--- config.mk ---
export PLATFORM = sky130hd
export DESIGN_NAME = layer_param_arbiter
export DESIGN_NICKNAME = d
export VERILOG_FILES = /design/src/rtl/layer_param_arbiter.sv
export SDC_FILE = /design/constraint.sdc
export NUM_CORES = 1
export LEC_CHECK = 0
export ABC_CLOCK_PERIOD_IN_PS = 3000
export BUFFER_PORTS_ARGS = -buffer_cell sky130_fd_sc_hd__clkbuf_2
export CORE_ASPECT_RATIO = 1.2
export CORE_MARGIN = 5
export CORE_UTILIZATION = 48
export CTS_CLUSTER_DIAMETER = 50
export DETAILED_ROUTE_END_ITERATION = 6
export GPL_TIMING_DRIVEN = 0
export PLACE_DENSITY = 0.81
export RECOVER_POWER = 100
export SYNTH_ARGS = -nofsm -noshare
export SYNTH_HDL_FRONTEND = slang
export SYNTH_SLANG_ARGS = --single-unit
--- constraint.sdc ---
create_clock -name clk -period 3 [get_ports clk]
set_input_delay 0 -clock clk [delete_from_list [all_inputs] [get_ports clk]]
set_output_delay 0 -clock clk [all_outputs]
set_load 0.01 [all_outputs]
--- src/rtl/layer_param_arbiter.sv ---
// ============================================================================
//  Module   : layer_param_arbiter
//  Purpose  : Shares one parameter-memory read port between NUM_REQ layer
//             engines. Bursts are granted one at a time and the read data is
//             routed back to the owner. Build option ARB_FIXED_PRIO_EN selects
//             fixed priority (lowest index wins) instead of round-robin.
//  Revision : 1.0 - initial release
// ============================================================================
`default_nettype none

module layer_param_arbiter #(
    parameter int NUM_REQ    = 3,
    parameter int ADDR_WIDTH = 10,
    parameter int DATA_WIDTH = 32,
    parameter int LEN_WIDTH  = 11,
    parameter int RD_LATENCY = 2
) (
    input  logic                          clk,
    input  logic                          rst,
    input  logic [NUM_REQ-1:0]            req_valid,
    output logic [NUM_REQ-1:0]            req_ready,
    input  logic [NUM_REQ*ADDR_WIDTH-1:0] req_addr,
    input  logic [NUM_REQ*LEN_WIDTH-1:0]  req_len,
    output logic                          mem_ren,
    output logic [ADDR_WIDTH-1:0]         mem_addr,
    input  logic [DATA_WIDTH-1:0]         mem_rdata,
    output logic [NUM_REQ-1:0]            rsp_valid,
    output logic [DATA_WIDTH-1:0]         rsp_data,
    output logic                          rsp_last,
    output logic                          busy
);

    localparam int c_IDX_W = (NUM_REQ > 1) ? $clog2(NUM_REQ) : 1;

    localparam logic [1:0] c_IDLE  = 2'd0;
    localparam logic [1:0] c_BURST = 2'd1;
    localparam logic [1:0] c_DRAIN = 2'd2;

    localparam logic [ADDR_WIDTH-1:0] c_ONE_ADDR = ADDR_WIDTH'(1);
    localparam logic [LEN_WIDTH-1:0]  c_ONE_LEN  = LEN_WIDTH'(1);

    logic [1:0]             r_state;
    logic [1:0]             w_next_state;

    logic [ADDR_WIDTH-1:0]  w_addr_arr [NUM_REQ];
    logic [LEN_WIDTH-1:0]   w_len_arr  [NUM_REQ];

    logic                   w_any;
    logic [c_IDX_W-1:0]     w_win;
    logic                   w_grant;
    logic [ADDR_WIDTH-1:0]  w_win_addr;
    logic [LEN_WIDTH-1:0]   w_win_len;

    logic [c_IDX_W-1:0]     r_id;
    logic [LEN_WIDTH-1:0]   r_len;
    logic [LEN_WIDTH-1:0]   r_cnt;
    logic                   r_mem_ren;
    logic                   r_mem_last;
    logic [ADDR_WIDTH-1:0]  r_mem_addr;

    logic                   r_pv  [RD_LATENCY];
    logic                   r_pl  [RD_LATENCY];
    logic [c_IDX_W-1:0]     r_pid [RD_LATENCY];
    logic                   w_pending;

    generate
        for (genvar i = 0; i < NUM_REQ; i++) begin : g_unpack
            assign w_addr_arr[i] = req_addr[i*ADDR_WIDTH +: ADDR_WIDTH];
            assign w_len_arr[i]  = req_len[i*LEN_WIDTH +: LEN_WIDTH];
        end
    endgenerate

`ifdef ARB_FIXED_PRIO_EN
    always_comb begin
        w_any = 1'b0;
        w_win = '0;
        for (int k = NUM_REQ - 1; k >= 0; k--) begin
            if (req_valid[k]) begin
                w_any = 1'b1;
                w_win = c_IDX_W'(k);
            end
        end
    end
`else
    localparam int c_CW = c_IDX_W + 1;

    logic [c_IDX_W-1:0] r_ptr;
    logic [c_CW-1:0]    w_cand;

    // Scan from the pointer upward, wrapping at NUM_REQ; first requester wins.
    always_comb begin
        w_any  = 1'b0;
        w_win  = '0;
        w_cand = '0;
        for (int k = 0; k < NUM_REQ; k++) begin
            w_cand = {1'b0, r_ptr} + c_CW'(k);
            if (w_cand >= c_CW'(NUM_REQ)) begin
                w_cand = w_cand - c_CW'(NUM_REQ);
            end
            if (!w_any && req_valid[w_cand[c_IDX_W-1:0]]) begin
                w_any = 1'b1;
                w_win = w_cand[c_IDX_W-1:0];
            end
        end
    end

    always_ff @(posedge clk or posedge rst) begin
        if (rst) begin
            r_ptr <= '0;
        end else if (w_grant) begin
            r_ptr <= (w_win == c_IDX_W'(NUM_REQ - 1)) ? '0 : w_win + c_IDX_W'(1);
        end
    end
`endif

    assign w_grant    = (r_state == c_IDLE) && w_any && !rst;
    assign w_win_addr = w_addr_arr[w_win];
    assign w_win_len  = w_len_arr[w_win];

    // Reads still to come back after this edge; the last stage is leaving now.
    always_comb begin
        w_pending = r_mem_ren;
        for (int i = 0; i < RD_LATENCY - 1; i++) begin
            w_pending = w_pending | r_pv[i];
        end
    end

    always_ff @(posedge clk or posedge rst) begin
        if (rst) begin
            r_state <= c_IDLE;
        end else begin
            r_state <= w_next_state;
        end
    end

    always_comb begin
        w_next_state = r_state;
        case (r_state)
            c_IDLE: begin
                if (w_grant && (w_win_len != '0)) begin
                    w_next_state = c_BURST;
                end
            end
            c_BURST: begin
                if (r_cnt == r_len) begin
                    w_next_state = c_DRAIN;
                end
            end
            c_DRAIN: begin
                if (!w_pending) begin
                    w_next_state = c_IDLE;
                end
            end
            default: w_next_state = c_IDLE;
        endcase
    end

    always_comb begin
        req_ready = '0;
        busy      = (r_state != c_IDLE);
        if (w_grant) begin
            req_ready[w_win] = 1'b1;
        end
    end

    // r_cnt counts reads already placed on the port, including the current one.
    always_ff @(posedge clk or posedge rst) begin
        if (rst) begin
            r_id       <= '0;
            r_len      <= '0;
            r_cnt      <= '0;
            r_mem_ren  <= 1'b0;
            r_mem_last <= 1'b0;
            r_mem_addr <= '0;
        end else if (w_grant) begin
            r_id       <= w_win;
            r_len      <= w_win_len;
            r_mem_addr <= w_win_addr;
            r_cnt      <= (w_win_len != '0) ? c_ONE_LEN : '0;
            r_mem_ren  <= (w_win_len != '0);
            r_mem_last <= (w_win_len == c_ONE_LEN);
        end else if ((r_state == c_BURST) && (r_cnt != r_len)) begin
            r_mem_ren  <= 1'b1;
            r_mem_addr <= r_mem_addr + c_ONE_ADDR;
            r_cnt      <= r_cnt + c_ONE_LEN;
            r_mem_last <= ((r_cnt + c_ONE_LEN) == r_len);
        end else begin
            r_mem_ren  <= 1'b0;
            r_mem_last <= 1'b0;
        end
    end

    always_ff @(posedge clk or posedge rst) begin
        if (rst) begin
            for (int i = 0; i < RD_LATENCY; i++) begin
                r_pv[i]  <= 1'b0;
                r_pl[i]  <= 1'b0;
                r_pid[i] <= '0;
            end
        end else begin
            r_pv[0]  <= r_mem_ren;
            r_pl[0]  <= r_mem_last;
            r_pid[0] <= r_id;
            for (int i = 1; i < RD_LATENCY; i++) begin
                r_pv[i]  <= r_pv[i-1];
                r_pl[i]  <= r_pl[i-1];
                r_pid[i] <= r_pid[i-1];
            end
        end
    end

    generate
        for (genvar i = 0; i < NUM_REQ; i++) begin : g_rsp
            assign rsp_valid[i] = r_pv[RD_LATENCY-1] && (r_pid[RD_LATENCY-1] == c_IDX_W'(i));
        end
    endgenerate

    assign rsp_last = r_pv[RD_LATENCY-1] && r_pl[RD_LATENCY-1];
    assign rsp_data = mem_rdata;
    assign mem_ren  = r_mem_ren;
    assign mem_addr = r_mem_addr;

endmodule

`default_nettype wire

Yosys cells after proc, flatten, opt, wreduce, memory -nomap -nowiden
Index checks and enable logic that the tools add are counted.
{ "totals": {"word_cells": 103, "input_bits": 100, "ff_bits": 48, "output_inout_bits": 51} }
{ "classes": {"bitwise": 2, "n_mux": 38, "n_eq_ne": 12, "magnitude_cmp": 9, "reduce_logical": 20, "n_addsub": 8} }
{ "ops": {"columns": ["op", "count"], "rows": [
  ["$mux W11", 4],
  ["$mux W10", 4],
  ["$bmux W11 S2", 1],
  ["$eq A11 B11 Y1", 2],
  ["$bmux W10 S2", 1],
  ["$mux W2", 10],
  ["$lt A2 B3 Y1 const B", 4],
  ["$mux W1", 12],
  ["$add A11 B1 Y11 const B", 1],
  ["$eq A11 B1 Y1 const B", 1],
  ["$logic_and A1 B1 Y1", 11],
  ["$ne A11 B11 Y1", 1],
  ["$reduce_bool A11 Y1", 1],
  ["$add A10 B1 Y10 const B", 1],
  ["$bmux W1 S2", 3],
  ["$eq A2 B2 Y1 const B", 3],
  ["$ge A3 B2 Y1 const B", 2],
  ["$pmux W2 S3", 1],
  ["$sub A2 B2 Y2 const B", 3],
  ["$eq A2 B1 Y1 const B", 2],
  ["$logic_not A2 Y1", 2],
  ["$ne A2 B2 Y1 const B", 2],
  ["$reduce_bool A2 Y1", 2],
  ["$add A2 B1 Y3 const B", 1],
  ["12 further kinds", 14]
]} }

Depth between registers and ports, before layout
Gate-level depths: netlist of run 1.
{ "depth": {"word_depth": 19, "depth_mapped": 13, "mapped_depth_nobuf": 10} }

Worst setup path before layout of run 1
OpenSTA, ideal clock, no wires.
{ "synth_path": {"path_type": "flip-flop to flip-flop", "startpoint": "register r_ptr[1]", "endpoint": "register r_mem_last", "path_buffers": 1, "slack_ps": 336, "setup_ps": 120, "required_time_ps": 2880, "synth_period_minus_slack_ps": 2664, "path_stages_with_launch": 12, "arrival_time_ps": 2544, "cell_sequence": "dfrtp_1 -> inv_1 -> ha_1 -> buf_6 -> mux2i_4 -> nor2_2 -> o31ai_2 -> nand2_4 -> mux2_4 -> mux2i_4 -> nor2_1 -> a41o_1"} }
{ "synth_between": {"elab_chain_cells": 17, "word_cells_on_any_way": 35, "classes_between": "add/sub: 5; order compare: 3; eq/ne: 1; mux: 19; bitwise: 1; reduce/logical: 6"} }
{ "synth_rtl": {"columns": ["item", "line_no", "rtl"], "rows": [
  ["start, declared", "87", "logic [c_IDX_W-1:0] r_ptr;"],
  ["start signal, assigned", "111", "r_ptr <= (w_win == c_IDX_W'(NUM_REQ - 1)) ? '0 : w_win + c_IDX_W'(1);"],
  ["branches (longest 16 deep; another with $add A2 B1 Y3)", null, null],
  ["$mux W1 *", "175", "end else if (w_grant) begin"],
  ["end signal, assigned", "181", "r_mem_last <= (w_win_len == c_ONE_LEN);"],
  ["end signal, assigned", "186", "r_mem_last <= ((r_cnt + c_ONE_LEN) == r_len);"],
  ["end, declared", "58", "logic r_mem_last;"]
]} }
Mark *: on every way between the ends. The select of a mux whose other input is x is not followed.
A chain may end at the register's enable or synchronous reset.

Final worst setup path of run 1
{ "layout_path": {"startpoint": "register r_ptr[0]", "endpoint": "register r_mem_last"} }
Same word-level chain as after synthesis.

==> results_tabular.tex, run 1 <==
\begin{tabular}{lr}
\hline
Metric & Value \\
\hline
\multicolumn{2}{l}{\textbf{Layout}} \\
\quad Antenna cell count & 0 \\
\quad Share of post-route cells with drive strength above 1 & 0.272 \\
\quad Relative area change from synthesis to final layout & 25.3\% \\
\quad Commonest non-fill, non-tap cells in the layout & sky130\_fd\_sc\_hd\_\_clkbuf\_2, sky130\_fd\_sc\_hd\_\_clkbuf\_1, sky130\_fd\_sc\_hd\_\_dfrtp\_1 \\
\quad Leading cell type in the layout, fill and taps excluded & sky130\_fd\_sc\_hd\_\_clkbuf\_2 \\
\quad Layout Cells excl Fill & 602 \\
\quad Final-stage net count & 621 \\
\multicolumn{2}{l}{\textbf{STA}} \\
\quad Number of endpoints with negative hold slack in the final report & 0 \\
\quad \# setup viols final & 1 \\
\quad Tightest Pin Transition & 1500 ps \\
\quad Max frequency & 0.327 GHz \\
\quad Final cycle utilization of the critical path & 1.02 \\
\quad Unrepaired setup endpoints after global routing & yes \\
\quad Final WS setup & -56.8 ps \\
\quad Worst slew margin relative to its limit & 0.00296 \\
\quad Worst-case clock skew & 6.26 ps \\
\quad Final hold slack & 1.70 ps \\
\quad Minimum clock period & 3060 ps \\
\quad Max-slew violations & 0 \\
\multicolumn{2}{l}{\textbf{Global routing}} \\
\quad Overall routing resource usage & 0.207 \\
\quad Overall overflow remaining after global route & 0 \\
\quad Global-route wire length before repair & 14700 microns \\
\quad Vias in the first global route & 3189 \\
\quad Initial antenna violation count & 0 \\
\quad Pin count of the biggest net entering global routing & 30 \\
\multicolumn{2}{l}{\textbf{Yosys}} \\
\quad Post-synth cell types & 54 \\
\quad Fraction of the yosys area taken by sequential cells & 0.357 \\
\quad Async set-or-reset flop fraction in the synthesized netlist & 1.00 \\
\quad Post-synthesis cell count & 382 \\
\quad Count of warnings emitted by yosys & 0 \\
\quad EDFF count, synth & 0 \\
\quad Register bit count reported by yosys & 48 \\
\quad Most used flip-flop cell after synthesis & sky130\_fd\_sc\_hd\_\_dfrtp\_1 \\
\quad Post-synthesis instance area & 3360 sq um \\
\quad Syn\_nets & 488 \\
\quad Synthesized area divided by synthesized cell count & 8.80 sq um \\
\multicolumn{2}{l}{\textbf{Min path}} \\
\quad Worst Hold Class & input pin to flop \\
\multicolumn{2}{l}{\textbf{Drt}} \\
\quad DRC & 0 \\
\quad Via count of the routed design & 3325 \\
\quad DRT iter0 DRCs & 212 \\
\quad Average wire length per cell after detail routing & 15.9 microns \\
\quad Final wirelength & 9560 microns \\
\quad Routed Antenna Nets & 0 \\
\quad First drt pass iteration count & 4 \\
\quad Vias/cell & 5.52 \\
\multicolumn{2}{l}{\textbf{Placement}} \\
\quad Hpwl dp & 7450 microns \\
\quad PortBufs & 118 \\
\quad Number of cells after detailed placement & 588 \\
\quad Routability congestion estimate from global placement & 0.933 \\
\quad Post-Place Worst Slack & -154 ps \\
\multicolumn{2}{l}{\textbf{Flow run}} \\
\quad Max Cap Violations & 1 \\
\multicolumn{2}{l}{\textbf{Clock network}} \\
\quad Htree depth & 2 \\
\quad Clk\_lat worst skew & 300 ps \\
\quad Total number of clock tree sinks & 48 \\
\quad Clock edge transition at the registers on the reported setup and hold paths & 90 ps \\
\quad Clock tree from TritonCTS & built \\
\quad Maximum clock insertion buffer count & 2 \\
\quad Clock tree root buffer cell & sky130\_fd\_sc\_hd\_\_clkbuf\_8 \\
\quad Number of buffers created by CTS & 5 \\
\multicolumn{2}{l}{\textbf{Power}} \\
\quad Pleak & 0.00198 uW \\
\quad Maximum resistive drop on vdd & 673 uV \\
\quad Total power divided by cell area & 987 nW/um\^{}2 \\
\multicolumn{2}{l}{\textbf{Die}} \\
\quad Number of ports placed on the die boundary & 151 \\
\quad Die Width & 86.4 microns \\
\quad Die Area & 8780 sq um \\
\quad Die extent in y & 102 microns \\
\quad Starting utilization of the core area & 0.493 \\
\quad Site Rows & 33 \\
\quad Placeable Area & 6810 sq um \\
\multicolumn{2}{l}{\textbf{Critical path}} \\
\quad Type of element capturing the critical path & flop \\
\quad Endpoint required time on the critical path & 3230 ps \\
\quad Largest fanout on the critical path & 9 \\
\quad Worst Path Arrival & 3290 ps \\
\quad Crit Path Class & flop to flop \\
\quad Type of element launching the critical path & flop \\
\multicolumn{2}{l}{\textbf{Status}} \\
\quad Failing checks & capacitance limit, setup timing \\
\quad Outcome & finished with violations \\
\hline
\end{tabular}
## path summary, 6_finish.rpt
kind / from / endpoint / slack, ps / cells after the start
worst min-delay path: req_addr[26] / mem_addr[6] / 2 / 3
min in group asynchronous: rst / mem_addr[5] / 360 / 3
max in group asynchronous: rst / r_cnt[9] / 820 / 4
worst max-delay path: r_ptr[0] / r_mem_last / -60 / 12
worst max register to register: r_ptr[0] / r_mem_last / -60 / 12
worst min register to register: r_pid[3] / r_pid[1] / 350 / 0
## repair_timing
item | 4_1_cts | 5_1_grt
endpoints found under the setup margin | 13 | 13
endpoints found under the hold margin | 23 | 0
resized for setup | 5 | 17
pin swaps | 4 | 2
hold buffers | 5 | 0
setup buffers | 0 | 2
## flip-flops by register name, indices dropped and copies added, names as in the netlist, 2 cells and up
name and flops:
r_id 2, r_cnt 11, mem_addr 10, r_len 11
r_state 2, r_pid 4, r_pv 2, r_ptr 2
r_pl 2
## cell type report
cell class | count | area, sq um
timing repair buffer | 126 | 598
clock buffer | 6 | 72.6
buffer | 48 | 330
fill | 612 | 2600
multi-input combinational | 280 | 1870
sequential | 48 | 1200
inverter | 6 | 22.5
clock inverter | 1 | 5.00
tap | 87 | 109
## logic make-up after synthesis
| logic type | share of synthesized area |
|---|---|
| AND/OR/NAND/NOR | 0.190 |
| AO/OA/AOI/OAI | 0.176 |
| buffers and inverters | 0.101 |
| flip-flops | 0.357 |
| XOR/XNOR | 0.0808 |
| multiplexers | 0.0726 |
| adder cells (fa/ha/maj) | 0.0223 |
## critical path, cell delays in order (launching register included)
cell	delay (ps)
sky130_fd_sc_hd__dfrtp_1	400
sky130_fd_sc_hd__inv_1	90
sky130_fd_sc_hd__ha_2	310
sky130_fd_sc_hd__buf_4	160
sky130_fd_sc_hd__nand3b_1	140
sky130_fd_sc_hd__or2_1	270
sky130_fd_sc_hd__a21o_1	180
sky130_fd_sc_hd__buf_4	170
sky130_fd_sc_hd__nand3_1	80
sky130_fd_sc_hd__a31oi_1	140
sky130_fd_sc_hd__or4_1	570
sky130_fd_sc_hd__a211oi_2	240
sky130_fd_sc_hd__a41o_1	220
## per-stage QoR
stage                     total power (uW)  TNS [ps]  instance area [sq um]   util
after floorplan                       2960         0                   3360      -
after global placement                3550      -316                   4060  0.596
after detailed placement              3650      -496                   4080  0.599
after CTS                             4050         0                   4220  0.620
after global routing                  4470      -153                   4210  0.618
final                                 4160     -56.8                   4210  0.618
## cells in the mapped netlist (all sizes together), types with 2 or more instances
cell	count	area [sq um]
dfrtp	48	1200
nor2	42	160
buf	39	283
nand2	32	128
o21ai	32	164
xor2	23	201
mux2i	17	195
nand3	17	85.1
a21oi	16	83.8
a211oi	14	105
a31oi	9	56.3
clkbuf	9	33.8
and3	8	50.1
xnor2	8	70.1
a21o	6	45.0
ha	6	75.1
inv	6	22.5
mux2	4	48.8
nor3	4	20.0
nor4	4	25.0
nand3b	3	22.5
nor2b	3	18.8
nor3b	3	27.5
o211ai	3	22.5
o31ai	3	27.5
a41oi	2	17.5
and2	2	12.5
and3b	2	17.5
o31a	2	17.5
or2	2	12.5
or3	2	12.5
## power by group
part           internal, uW  total (uW)  switching, uW
Combinational          1070        2650           1580
Sequential              901        1140            237
Clock                   159         365            206
Total                  2130        4160           2020
## per-layer routing
metal,part of all wire,vias up,wire (microns),GRT usage
li1,-,1593,-,-
met5,0,-,0,0
met4,0.021,0,199,0.0707
met3,0.065,19,617,0.0277
met1,0.39,1586,3760,0.258
met2,0.52,127,4980,0.366
No activity file was read; power rests on OpenSTA's default activity.
==> run 2: changes to the inputs <==
--- a/config.mk
+++ b/config.mk
@@ -9,11 +9,12 @@
 export BUFFER_PORTS_ARGS = -buffer_cell sky130_fd_sc_hd__clkbuf_2
 export CORE_ASPECT_RATIO = 1.2
 export CORE_MARGIN = 5
-export CORE_UTILIZATION = 48
+export CORE_UTILIZATION = 49
+export CTS_BUF_LIST = sky130_fd_sc_hd__clkbuf_8
 export CTS_CLUSTER_DIAMETER = 50
 export DETAILED_ROUTE_END_ITERATION = 6
 export GPL_TIMING_DRIVEN = 0
-export PLACE_DENSITY = 0.81
+export PLACE_DENSITY = 0.83
 export RECOVER_POWER = 100
 export SYNTH_ARGS = -nofsm -noshare
 export SYNTH_HDL_FRONTEND = slang
==> run 2 against run 1 <==
  * The flow finishes with violations (capacitance limit, slew limit)
  * Largest power group unchanged
  * Register-to-register slack improved by 170 ps
  * Hold slack improved by 6.5 ps
  * Worst setup slack improved by 170 ps
  * Sequential share of layout area decreased by 0.58 points
  * Power increased by 1.4%
  * Largest cell class unchanged
==> results_tabular.tex, run 2 (synthesized netlist as in run 1, its figures left out) <==
\begin{tabular}{lr}
\hline
Metric & Value \\
\hline
\multicolumn{2}{l}{\textbf{Global routing}} \\
\quad Vias in the first global route & 3145 (-1.4\%) \\
\quad Initial antenna violation count & 0 (unchanged) \\
\quad Global-route wire length before repair & 14700 microns (+0.29\%) \\
\quad Pin count of the biggest net entering global routing & 45 (+50\%) \\
\quad Overall overflow remaining after global route & 0 (unchanged) \\
\quad Overall routing resource usage & 0.207 (-0.000356) \\
\multicolumn{2}{l}{\textbf{Flow run}} \\
\quad Max Cap Violations & 1 (unchanged) \\
\multicolumn{2}{l}{\textbf{Drt}} \\
\quad Average wire length per cell after detail routing & 15.3 microns (-3.9\%) \\
\quad First drt pass iteration count & 4 (unchanged) \\
\quad Routed Antenna Nets & 0 (unchanged) \\
\quad DRC & 0 (unchanged) \\
\quad DRT iter0 DRCs & 168 (-21\%) \\
\quad Final wirelength & 9260 microns (-3.1\%) \\
\quad Vias/cell & 5.36 (-2.9\%) \\
\quad Via count of the routed design & 3255 (-2.1\%) \\
\multicolumn{2}{l}{\textbf{Die}} \\
\quad Die Area & 8620 sq um (-1.8\%) \\
\quad Site Rows & 33 (unchanged) \\
\quad Starting utilization of the core area & 0.496 (+0.00301) \\
\quad Die Width & 85.6 microns (-0.91\%) \\
\quad Die extent in y & 101 microns (-0.92\%) \\
\quad Number of ports placed on the die boundary & 151 (unchanged) \\
\quad Placeable Area & 6770 sq um (-0.61\%) \\
\multicolumn{2}{l}{\textbf{Min path}} \\
\quad Worst Hold Class & input pin to flop \\
\quad Worst hold path endpoint & mem\_addr[9] \\
\quad Source of the worst hold timing path & req\_addr[29] \\
\quad Hold path depth & 3 (unchanged) \\
\multicolumn{2}{l}{\textbf{Critical path}} \\
\quad Endpoint of the most critical register-to-register path & r\_state[0] \\
\quad Slowest cell on crit path & sky130\_fd\_sc\_hd\_\_dfrtp\_1 \\
\quad Reg2Reg Depth & 10 (-2) \\
\quad Type of element capturing the critical path & flop \\
\quad Top cell family by delay on the critical path & compound AO/OA/AOI/OAI gates \\
\quad Largest fanout on the critical path & 8 (-1) \\
\quad Cell repeated most along the worst path & sky130\_fd\_sc\_hd\_\_inv\_1 \\
\quad Ordered list of cells on the worst path & inv\_1, ha\_1, inv\_1, nor3b\_4, o31a\_1, o21ai\_0, a31oi\_1, nor2\_1, and4b\_1, a41oi\_1 \\
\quad Sum of buffers and inverters on the critical path & 2 (-1) \\
\quad Reg-to-reg critical path startpoint & r\_ptr[0] \\
\quad Endpoint required time on the critical path & 3200 ps (-30 ps) \\
\quad Worst Path Arrival & 3090 ps (-200 ps) \\
\quad Type of element launching the critical path & flop \\
\quad Slowest cell delay on critical path & 420 ps (-150 ps) \\
\quad Worst-case register-to-register setup slack & 110 ps (+170 ps) \\
\quad Crit Path Class & flop to flop \\
\multicolumn{2}{l}{\textbf{Layout}} \\
\quad Commonest non-fill, non-tap cells in the layout & sky130\_fd\_sc\_hd\_\_clkbuf\_2, sky130\_fd\_sc\_hd\_\_clkbuf\_1, sky130\_fd\_sc\_hd\_\_dfrtp\_1 \\
\quad Layout Cells excl Fill & 607 (+0.83\%) \\
\quad Final-stage net count & 625 (+0.64\%) \\
\quad Leading cell type in the layout, fill and taps excluded & sky130\_fd\_sc\_hd\_\_clkbuf\_2 \\
\quad Share of post-route cells with drive strength above 1 & 0.269 (-0.00261) \\
\quad Relative area change from synthesis to final layout & 27.9\% \\
\quad Antenna cell count & 0 (unchanged) \\
\multicolumn{2}{l}{\textbf{Power}} \\
\quad Total power divided by cell area & 980 nW/um\^{}2 (-0.70\%) \\
\quad Clock network fraction of total power & 0.097 (+0.009) \\
\quad Comb pwr share & 0.633 (-0.005) \\
\quad Cell internal power dissipation & 2190 uW (+2.7\%) \\
\quad Switching power total & 2020 uW (about the same) \\
\quad Maximum resistive drop on vdd & 621 uV (-7.8\%) \\
\quad Pleak & 0.00203 uW (+2.4\%) \\
\quad Reg power frac & 0.270 (-0.004) \\
\quad Proportion of total power due to net switching & 0.480 (-0.00654) \\
\multicolumn{2}{l}{\textbf{STA}} \\
\quad Max frequency & 0.346 GHz (+5.8\%) \\
\quad Number of endpoints with negative hold slack in the final report & 0 (unchanged) \\
\quad Sum of negative setup slack & 0 ps (+56.8 ps) \\
\quad Worst-case clock skew & 8.29 ps (+2.03 ps) \\
\quad Minimum clock period & 2890 ps (-167 ps) \\
\quad Unrepaired setup endpoints after global routing & yes \\
\quad Tightest Pin Transition & 1900 ps (+404 ps) \\
\quad Max-slew violations & 45 (+45) \\
\quad Final WS setup & 110 ps (+167 ps) \\
\quad Worst slew margin relative to its limit & -0.266 (-0.269) \\
\quad \# setup viols final & 0 (-1) \\
\quad Final cycle utilization of the critical path & 0.963 (-0.0555) \\
\multicolumn{2}{l}{\textbf{Clock network}} \\
\quad Clk\_lat worst skew & 300 ps (about the same) \\
\quad Clock edge transition at the registers on the reported setup and hold paths & 90 ps (about the same) \\
\quad Htree depth & 2 (unchanged) \\
\quad Clock tree from TritonCTS & built \\
\quad Number of buffers created by CTS & 5 (unchanged) \\
\quad Maximum clock insertion buffer count & 2 (unchanged) \\
\quad Clock tree root buffer cell & sky130\_fd\_sc\_hd\_\_clkbuf\_8 \\
\quad Total number of clock tree sinks & 48 (unchanged) \\
\multicolumn{2}{l}{\textbf{Placement}} \\
\quad Hpwl dp & 7240 microns (-2.8\%) \\
\quad Post-Place Worst Slack & -196 ps (-41.6 ps) \\
\quad Routability congestion estimate from global placement & 0.936 (+0.34\%) \\
\quad PortBufs & 118 (unchanged) \\
\quad Number of cells after detailed placement & 588 (unchanged) \\
\multicolumn{2}{l}{\textbf{Status}} \\
\quad Outcome & finished with violations \\
\quad Failing checks & capacitance limit, slew limit \\
\hline
\end{tabular}
run 2: layout make-up:
class,count,area (sq um)
Fill cell,622,2470
Multi-Input combinational cell,280,1880
Sequential cell,48,1200
Timing Repair Buffer,130,659
Buffer,48,333
Tap cell,87,109
Clock buffer,6,82.6
Inverter,6,22.5
Clock inverter,2,13.8
run 2: worst reg2reg max path, delay by kind of cell, from the launching register on:
kind                       cells  cell delay, ps
AOI/OAI and AO/OA              4            1050
and+or+nand+nor                3             710
DFF                            1             420
adders and majority gates      1             330
buffers and inverters          2             290
run 2: worst max path at each step:
stage / from / endpoint / slack, ps / depth (start not counted)
3_5_place_dp: r_ptr[1] / r_state[0] / -200 / 11
6_report: r_ptr[0] / r_state[0] / 110 / 10
5_1_grt: r_ptr[0] / r_mem_last / -80 / 12
4_1_cts: r_ptr[0] / r_state[0] / 3 / 11
3_3_place_gp: r_ptr[1] / r_state[0] / -150 / 11
2_1_floorplan: r_ptr[1] / r_mem_last / 340 / 11
run 2: layer usage:
metal / global-route usage / vias up / wire length, microns
met1: 0.266 / 1524 / 3670
met5: 0 / - / 0
met4: 0.0658 / 0 / 190
met2: 0.352 / 119 / 4790
li1: - / 1592 / -
met3: 0.0352 / 20 / 620
run 2: repair_timing:
action,in CTS,in global routing
cloned,0,0
resized for setup,3,21
pin swaps,1,5
endpoints found under the hold margin,54,1
setup buffers,0,2
hold buffers,8,1
setup endpoints to repair,14,15
run 2: stage by stage:
| stage | utilization | hold slack [ps] | power (uW) | area (sq um) |
|---|---|---|---|---|
| 2_1_floorplan | - | 91.8 | 2960 | 3360 |
| 3_3_place_gp | 0.600 | 190 | 3560 | 4060 |
| 3_5_place_dp | 0.603 | -123 | 3640 | 4080 |
| 4_1_cts | 0.631 | 0.399 | 4090 | 4270 |
| 5_1_grt | 0.635 | 16.9 | 4560 | 4300 |
| 6_report | 0.635 | 8.25 | 4210 | 4300 |
run 2: power groups by stage:
stage	registers, uW	logic (uW)	clock network (uW)
after global placement	1130	2430	0
after CTS	1130	2540	417
final	1140	2670	410
after global routing	1170	2940	452
after floorplan	1120	1840	0
after detailed placement	1150	2490	0
==> run 3: changes to the inputs <==
--- a/config.mk
+++ b/config.mk
@@ -8,12 +8,11 @@
 export ABC_CLOCK_PERIOD_IN_PS = 3000
 export BUFFER_PORTS_ARGS = -buffer_cell sky130_fd_sc_hd__clkbuf_2
 export CORE_ASPECT_RATIO = 1.2
-export CORE_MARGIN = 5
+export CORE_MARGIN = 1.5
 export CORE_UTILIZATION = 49
 export CTS_BUF_LIST = sky130_fd_sc_hd__clkbuf_8
 export CTS_CLUSTER_DIAMETER = 50
 export DETAILED_ROUTE_END_ITERATION = 6
-export GPL_TIMING_DRIVEN = 0
 export PLACE_DENSITY = 0.83
 export RECOVER_POWER = 100
 export SYNTH_ARGS = -nofsm -noshare
==> run 3 against run 2 <==
  * The flow still finishes with violations (capacitance limit, slew limit)
  * Sequential share of layout area increased by 3.0 points
  * Largest power group unchanged
  * First-iteration DRC count rose by 14%
  * Power is 3.5% lower
  * Hold slack worse by 8.3 ps
  * Sequential cell count did not move
  * Via count is 6.9% lower
  * Critical endpoint is now r_mem_last
  * Die area is 15% lower
  * Combinational power fell by 5%
==> results_tabular.tex, run 3 (synthesized netlist as in run 1, its figures left out) <==
\begin{tabular}{lr}
\hline
Metric & Value \\
\hline
\multicolumn{2}{l}{\textbf{Placement}} \\
\quad Number of cells after detailed placement & 518 (-12\%) \\
\quad Routability congestion estimate from global placement & 0.953 (+1.8\%) \\
\quad Hpwl dp & 6270 microns (-13\%) \\
\quad PortBufs & 86 (-27\%) \\
\multicolumn{2}{l}{\textbf{Layout}} \\
\quad Antenna cell count & 0 (unchanged) \\
\quad Final-stage net count & 557 (-11\%) \\
\quad Relative area change from synthesis to final layout & 15.4\% \\
\quad Leading cell type in the layout, fill and taps excluded & sky130\_fd\_sc\_hd\_\_clkbuf\_2 \\
\quad Layout Cells excl Fill & 537 (-12\%) \\
\quad Commonest non-fill, non-tap cells in the layout & sky130\_fd\_sc\_hd\_\_clkbuf\_2, sky130\_fd\_sc\_hd\_\_dfrtp\_1, sky130\_fd\_sc\_hd\_\_nor2\_1 \\
\quad Share of post-route cells with drive strength above 1 & 0.230 (-0.0391) \\
\multicolumn{2}{l}{\textbf{STA}} \\
\quad Number of endpoints with negative hold slack in the final report & 0 (unchanged) \\
\quad Final cycle utilization of the critical path & 0.954 (-0.00951) \\
\quad Sum of negative setup slack & 0 ps (unchanged) \\
\quad Worst slew margin relative to its limit & -0.152 (+0.115) \\
\quad \# setup viols final & 0 (unchanged) \\
\quad Max frequency & 0.349 GHz (+1.0\%) \\
\quad Final hold slack & 0.00336 ps (-8.25 ps) \\
\quad Minimum clock period & 2860 ps (-28.5 ps) \\
\quad Tightest Pin Transition & 1730 ps (-174 ps) \\
\quad Unrepaired setup endpoints after global routing & no \\
\quad Worst-case clock skew & 9.06 ps (+0.765 ps) \\
\quad Max-slew violations & 49 (+8.9\%) \\
\multicolumn{2}{l}{\textbf{Critical path}} \\
\quad Endpoint required time on the critical path & 3250 ps (+50 ps) \\
\quad Ordered list of cells on the worst path & inv\_1, ha\_2, nand3b\_1, or2\_1, a21o\_1, nand3\_1, a31oi\_1, or4\_1, a211oi\_1, a41o\_1 \\
\quad Endpoint of the most critical register-to-register path & r\_mem\_last \\
\quad Worst-case register-to-register setup slack & 140 ps (+30 ps) \\
\quad Slowest cell delay on critical path & 540 ps (+120 ps) \\
\quad Type of element capturing the critical path & flop \\
\quad Crit Path Class & flop to flop \\
\quad Slowest cell on crit path & sky130\_fd\_sc\_hd\_\_or4\_1 \\
\quad Type of element launching the critical path & flop \\
\quad Largest fanout on the critical path & 9 (+1) \\
\quad Worst Path Arrival & 3110 ps (+20 ps) \\
\quad Reg2Reg Depth & 10 (unchanged) \\
\quad Reg-to-reg critical path startpoint & r\_ptr[0] \\
\multicolumn{2}{l}{\textbf{Global routing}} \\
\quad Overall routing resource usage & 0.229 (+0.0222) \\
\quad Pin count of the biggest net entering global routing & 49 (+8.9\%) \\
\quad Overall overflow remaining after global route & 0 (unchanged) \\
\quad Vias in the first global route & 2844 (-9.6\%) \\
\quad Initial antenna violation count & 0 (unchanged) \\
\quad Global-route wire length before repair & 13400 microns (-9.0\%) \\
\multicolumn{2}{l}{\textbf{Clock network}} \\
\quad Clock tree from TritonCTS & built \\
\quad Htree depth & 2 (unchanged) \\
\quad Count of buffers added by post-CTS timing repair for setup & 0 (unchanged) \\
\quad Maximum clock insertion buffer count & 2 (unchanged) \\
\quad Total number of clock tree sinks & 48 (unchanged) \\
\quad Clock edge transition at the registers on the reported setup and hold paths & 90 ps (about the same) \\
\quad Number of buffers created by CTS & 5 (unchanged) \\
\quad Clock tree root buffer cell & sky130\_fd\_sc\_hd\_\_clkbuf\_8 \\
\quad Clk\_lat worst skew & 310 ps (about the same) \\
\multicolumn{2}{l}{\textbf{Min path}} \\
\quad Hold path depth & 0 (-3) \\
\quad Source of the worst hold timing path & mem\_rdata[30] \\
\quad Worst hold path endpoint & rsp\_data[30] \\
\quad Worst Hold Class & input pin to output pin \\
\multicolumn{2}{l}{\textbf{Die}} \\
\quad Number of ports placed on the die boundary & 151 (unchanged) \\
\quad Die Area & 7370 sq um (-15\%) \\
\quad Placeable Area & 6530 sq um (-3.6\%) \\
\quad Starting utilization of the core area & 0.515 (+0.0186) \\
\quad Site Rows & 32 (-3.0\%) \\
\quad Die Width & 78.6 microns (-8.2\%) \\
\quad Die extent in y & 93.7 microns (-6.9\%) \\
\multicolumn{2}{l}{\textbf{Status}} \\
\quad Failing checks & capacitance limit, slew limit \\
\quad Outcome & finished with violations \\
\multicolumn{2}{l}{\textbf{Drt}} \\
\quad DRC & 0 (unchanged) \\
\quad Final wirelength & 8310 microns (-10\%) \\
\quad Routed Antenna Nets & 0 (unchanged) \\
\quad Vias/cell & 5.65 (+5.3\%) \\
\quad DRT iter0 DRCs & 192 (+14\%) \\
\quad First drt pass iteration count & 6 (+2) \\
\quad Average wire length per cell after detail routing & 15.5 microns (+1.4\%) \\
\quad Via count of the routed design & 3032 (-6.9\%) \\
\multicolumn{2}{l}{\textbf{Power}} \\
\quad Pleak & 0.00179 uW (-12\%) \\
\quad Total power divided by cell area & 1050 nW/um\^{}2 (+7.0\%) \\
\quad Maximum resistive drop on vdd & 841 uV (+35\%) \\
\multicolumn{2}{l}{\textbf{Flow run}} \\
\quad Max Cap Violations & 1 (unchanged) \\
\hline
\end{tabular}
-- run 3: layer usage --
layer / wire length [microns] / track usage / vias up / part of all wire
li1: - / - / 1462 / -
met1: 3490 / 0.289 / 1442 / 0.42
met2: 4160 / 0.386 / 104 / 0.50
met3: 457 / 0.0398 / 24 / 0.055
met4: 193 / 0.0938 / 0 / 0.023
met5: 0 / 0 / - / 0
-- run 3: area by class of cell --
cell class | instances | area (sq um)
fill | 540 | 2650
multi-input combinational | 280 | 1860
sequential | 48 | 1200
timing repair buffer | 110 | 602
tap | 85 | 106
clock buffer | 5 | 68.8
inverter | 6 | 22.5
clock inverter | 3 | 21.3
-- run 3: how the worst max path moves through the flow --
stage / startpoint / endpoint / cells after the start
global route: r_ptr[0] / r_mem_last / 11
CTS: r_ptr[1] / req_ready[0] / 11
global placement: r_ptr[0] / r_mem_last / 10
floorplan: r_ptr[1] / r_mem_last / 11
finish: r_ptr[0] / r_mem_last / 10
detailed placement: r_ptr[0] / r_mem_last / 10
-- run 3: report_power, final --
group	total, uW	switching, uW	internal [uW]
clock	388	222	165
combinational	2540	1500	1040
sequential	1130	234	901
-- run 3: stage by stage --
step	power, uW	area [sq um]	setup WS, ps	util
after floorplan	2960	3360	336	-
final	4070	3880	138	0.594
after global placement	3580	3690	227	0.566
after CTS	4060	3890	78.2	0.596
after global routing	4390	3880	14.6	0.594
after detailed placement	3650	3690	100	0.566
-- run 3: critical path, delay by kind of cell, from the launching register on --
family,cells,cell delay [ps]
AND/OR/NAND/NOR,4,1050
AO/OA/AOI/OAI,4,860
adder cells (fa/ha/maj),1,420
flip-flops,1,390
buffers and inverters,1,80
-- run 3: timing repair --
item                                   CTS  global route
endpoints found under the hold margin   57             0
resized for setup                        0             6
hold buffers                            11             0
setup endpoints to repair                0             6
